### config.mk
export PLATFORM = sky130hd
export DESIGN_NAME = mmu_softswitches
export DESIGN_NICKNAME = d
export VERILOG_FILES = /design/src/rtl/mmu_softswitches.sv
export SDC_FILE = /design/constraint.sdc
export NUM_CORES = 1
export LEC_CHECK = 0
export CORE_UTILIZATION = 65
export CTS_CLUSTER_SIZE = 28
export DETAILED_ROUTE_END_ITERATION = 10
export DONT_BUFFER_PORTS = 1
export HOLD_SLACK_MARGIN = 0.05
export PLACE_DENSITY = 0.81
export SYNTH_ARGS = -nofsm -noshare
export SYNTH_HDL_FRONTEND = slang
export SYNTH_SLANG_ARGS = --single-unit
export TNS_END_PERCENT = 1
### constraint.sdc
create_clock -name mclk28 -period 2.5 [get_ports mclk28]
set_input_delay 0.5 -clock mclk28 [delete_from_list [all_inputs] [get_ports mclk28]]
set_output_delay 0.5 -clock mclk28 [all_outputs]
set_load 0.05 [all_outputs]
### src/rtl/mmu_softswitches.sv
// Apple IIe MMU/IOU soft-switch block: decodes $C000-$C01F and $C050-$C05F,
// holds the memory-mapping/display latches and returns the D7 status bit.
module mmu_softswitches #(
    parameter logic       TEXT_RST = 1'b1,
    parameter logic [7:0] IO_PAGE  = 8'hC0
) (
    input  logic        mclk28,
    input  logic        reset_in_n,
    input  logic        cpu_en,
    input  logic [15:0] addr,
    input  logic        we,
    input  logic        lc_bank1,
    input  logic        lc_read_en,
    input  logic        vbl,
    output logic        STORE80,
    output logic        RAMRD,
    output logic        RAMWRT,
    output logic        INTCXROM,
    output logic        ALTZP,
    output logic        SLOTC3ROM,
    output logic        COL80,
    output logic        ALTCHAR,
    output logic        TEXT,
    output logic        MIXED,
    output logic        PAGE2,
    output logic        HIRES,
    output logic [3:0]  an,
    output logic        status_oe,
    output logic        status_d7,
    output logic        kbd_clr
);

    // Switch pairs in address order: bit n is controlled by $C0(2n)/$C0(2n+1).
    logic [7:0] mem_q;   // STORE80 RAMRD RAMWRT INTCXROM ALTZP SLOTC3ROM COL80 ALTCHAR
    logic [3:0] disp_q;  // TEXT MIXED PAGE2 HIRES
    logic [3:0] an_q;

    logic [7:0] lo;
    logic       acc;
    logic       in_mem_wr;
    logic       in_disp;
    logic       in_status;
    logic       stat_rd;
    logic       kbd_hit;
    logic       stat_bit;

    assign lo        = addr[7:0];
    assign acc       = cpu_en && (addr[15:8] == IO_PAGE);
    assign in_mem_wr = acc && we && (lo[7:4] == 4'h0);
    assign in_disp   = acc && (lo[7:4] == 4'h5);
    assign in_status = (lo[7:4] == 4'h1) && (lo[3:0] != 4'h0);
    assign stat_rd   = acc && !we && in_status;
    assign kbd_hit   = acc && ((lo == 8'h10) || (we && in_status));

    // NOTE: every variable written here gets a default first so no latch is inferred.
    always_comb begin
        stat_bit = 1'b0;
        unique case (lo[3:0])
            4'h1:    stat_bit = ~lc_bank1;
            4'h2:    stat_bit = lc_read_en;
            4'h3:    stat_bit = mem_q[1];
            4'h4:    stat_bit = mem_q[2];
            4'h5:    stat_bit = mem_q[3];
            4'h6:    stat_bit = mem_q[4];
            4'h7:    stat_bit = mem_q[5];
            4'h8:    stat_bit = mem_q[0];
            4'h9:    stat_bit = ~vbl;
            4'hA:    stat_bit = disp_q[0];
            4'hB:    stat_bit = disp_q[1];
            4'hC:    stat_bit = disp_q[2];
            4'hD:    stat_bit = disp_q[3];
            4'hE:    stat_bit = mem_q[7];
            4'hF:    stat_bit = mem_q[6];
            default: stat_bit = 1'b0;
        endcase
    end

    // NOTE: sequential state uses non-blocking assignments so the status mux
    // above always sees the pre-edge latch values.
    always_ff @(posedge mclk28 or negedge reset_in_n) begin
        if (!reset_in_n) begin
            mem_q     <= '0;
            disp_q    <= {3'b000, TEXT_RST};
            an_q      <= '0;
            status_oe <= 1'b0;
            status_d7 <= 1'b0;
            kbd_clr   <= 1'b0;
        end else begin
            kbd_clr <= kbd_hit;
            if (cpu_en) begin
                status_oe <= stat_rd;
                status_d7 <= stat_rd && stat_bit;
            end
            if (in_mem_wr)
                mem_q[lo[3:1]] <= lo[0];
            if (in_disp) begin
                if (!lo[3])
                    disp_q[lo[2:1]] <= lo[0];
                else
                    an_q[lo[2:1]] <= lo[0];
            end
        end
    end

    assign STORE80   = mem_q[0];
    assign RAMRD     = mem_q[1];
    assign RAMWRT    = mem_q[2];
    assign INTCXROM  = mem_q[3];
    assign ALTZP     = mem_q[4];
    assign SLOTC3ROM = mem_q[5];
    assign COL80     = mem_q[6];
    assign ALTCHAR   = mem_q[7];
    assign TEXT      = disp_q[0];
    assign MIXED     = disp_q[1];
    assign PAGE2     = disp_q[2];
    assign HIRES     = disp_q[3];
    assign an        = an_q;

endmodule

==> reports/summary.md <==
- **RR Endpoint** status_d7
- **height of the chip** 42.9 um
- **Final period util** 67.6%
- **Antenna Nets Post-Route** 0
- **Gates resized, CTS repair** 0
- **CTS root buffer** clkbuf_4
- **hpwl dp** 1530 um
- **synth-to-layout area growth** 3.45%
- **Initial Util** 70.5%
- **type of the most critical hold path** in -> reg
- **remaining design rule violation count** 0
- **most used standard cells in the synthesized netlist** 18 x dfrtp_1, 16 x mux2_2, 12 x nor3_1
- **x dimension of the die** 42.9 um
- **static power due to leakage** 0.504 nW
- **Hold-fix buffers, CTS** 1
- **classification of the worst setup path** reg -> reg
- **register bit count reported by yosys** 19
- **routed length per instance** 18.2 um
- **maximum count of clock buffers along a single path** 2
- **slack of the worst reg-to-reg path** 0.81 ns
- **IO Port Bufs** 0
- **result of the run** complete, no violations
- **Final nets** 120
- **GRT Util Overall** 25.0%
- **most area-hungry cell type in the Yosys netlist** dfrtp_1
- **Core Rows** 14
- **R2R depth** 4
- **largest net degree at the start of global routing** 24
- **number of clock buffers inserted by TritonCTS** 3
- **Post-synth EDFFs** 0
- **DP Area** 1090 um^2
- **top post-synthesis cells by area** dfrtp_1 41%, mux2_2 17%, nor3_1 5.5%
- **RSZ-0062 raised after global routing** false
- **post-route minimum period** 1.69 ns
- **global-route wire length before repair** 3370 um
- **accumulated negative setup slack** 0 ns
- **violation count after the first detailed-route iteration** 20
- **maxcap violations** 0
- **grt total ovfl** 0
- **top cell type's share of synthesized area** 41.4%
- **TritonCTS clock tree** done
- **Worst Hold Path Cells** 1
- **Final Setup Violations** 0
- **Highest Clock Rate** 592 MHz
- **fraction of layout instances using a drive strength above 1** 29.2%
- **data arrival time of the critical path** 1.89 ns
- **Placeable Area** 1540 um^2
- **Seq/Total Area, Yosys** 43.8%
- **Layout Skew** 0.00687 ns
- **count of pins over their slew limit** 0
- **summed instance area of the synthesized netlist** 1090 um^2
- **final std cells w/o fill** 112
- **destination of the worst hold path** kbd_clr
- **power after layout** 492 uW
- **predominant post-synthesis flop cell** dfrtp_1
- **floorplan die area** 1840 um^2
- **library cell with the highest instance count after synthesis** dfrtp_1
- **number of sinks on the clock net** 19
- **maximum vdd drop** 0.353 mV
- **Mapped Nets** 119
- **clock input transition at the sequential cells of the worst setup and hold paths** 0.11 ns
- **Total Wirelength** 2040 um
- **slew at the pin closest to its max-slew limit** 0.815 ns
- **Via density** 6.79
- **placer congestion estimate** 0.843
- **capturing element type of the critical path** flip-flop
- **reg2reg start** mem_q[3]
- **Clock Latency Late Sink** 0.30 ns
- **DR pass1 iterations** 2
- **vias after detailed routing** 760
- **Fill cells** 115
- **number of top-level pins** 42
- **Synth async-reset ratio** 100%
- **postcts setup bufs** 0
- **via count of the first global-routing pass** 707
- **per-instance average area after synthesis** 11.3 um^2
- **source of the critical timing path** mem_q[3]
- **dpl cells** 107
- **number of warning messages in the yosys log** 0
- **Worst Path Max Fanout** 3
- **Layout Utilization** 73.0%
- **Hold Path Origin** addr[6]
- **# H-tree levels** 1
- **number of hold violations in the final report** 0
- **Antenna Diode Count** 0
- **Startpoint Class** flip-flop
- **Synth cell types** 29
- **required time of the worst setup path** 2.70 ns
- **final cell area excluding filler cells** 1120 um^2
- **initial antenna violation count** 0
- **worst rel slew slack** 45.5%
- **cells after synthesis** 96
- **Pwr per Cell Area** 437 nW/um^2
## metrics by stage
step           hold WS (ns)  setup WS, ns
2_1_floorplan         0.204         0.681
3_3_place_gp          0.205         0.582
3_5_place_dp          0.205         0.555
4_1_cts               0.263         0.837
5_1_grt               0.251         0.714
6_report              0.264         0.810
## worst max-delay path, stage by stage (launching register included)
cell	delay (ns)
dfrtp_1	0.59
mux2_2	0.36
a221oi_1	0.34
o211ai_1	0.14
and3_1	0.16
## where the power goes
part	internal, mW	switching [mW]	total (mW)
registers	0.307	0.000601	0.308
clock network	0.0621	0.0912	0.153
logic	0.0129	0.0175	0.0304
total	0.382	0.109	0.492
## cells by family after synthesis
family                 synth area share, %
AND/OR/NAND/NOR                       24.2
multiplexers                          24.2
flip-flops                            43.8
buffers and inverters                 3.45
AO/OA/AOI/OAI                         4.37
## sequential cells by signal, summed over array words and instances, names as in the netlist
signal	count
disp_q	4
status_oe	1
status_d7	1
mem_q	8
kbd_clr	1
an	4
## routing by layer
layer	wire, um	track usage [%]
met3	118	8.09
met5	0	0
met2	979	37.9
met1	915	33.4
met4	28	9.38
## layout make-up
| type | instances | area (um^2) | area share, % |
|---|---|---|---|
| flip-flops and latches | 19 | 477 | 42.4 |
| multi-input cells | 67 | 573 | 50.9 |
| well taps | 16 | 20.0 | 1.78 |
| repair buffers | 1 | 10.0 | 0.890 |
| inverters | 5 | 18.8 | 1.67 |
| clock buffers | 4 | 26.3 | 2.34 |
## worst max-delay path by stage
stage                     slack [ns]        end
after floorplan                 0.68  disp_q[2]
after global placement          0.58  disp_q[0]
after detailed placement        0.55  disp_q[2]
after CTS                       0.84  status_d7
after global routing            0.71  status_d7
final                           0.81  status_d7
## cells in the final DEF, fill, tap and decap left out, drive strengths merged
cell,Yosys,routed
a21oi,1,1
a221oi,1,1
a22o,1,1
and2,1,1
and3,3,3
and4,1,1
clkbuf,5,4
dfrtp,18,18
dfstp,1,1
dlygate4sd3,0,1
inv,5,5
mux2,19,19
mux4,2,2
nand2,5,5
nand2b,2,2
nand3,1,1
nand4,3,3
nor2,3,3
nor2b,1,1
nor3,12,12
nor3b,2,2
nor4,5,5
o2111ai,1,1
o211ai,1,1
o41ai,1,1
or3,1,1
(Power assumes the default switching activity.)
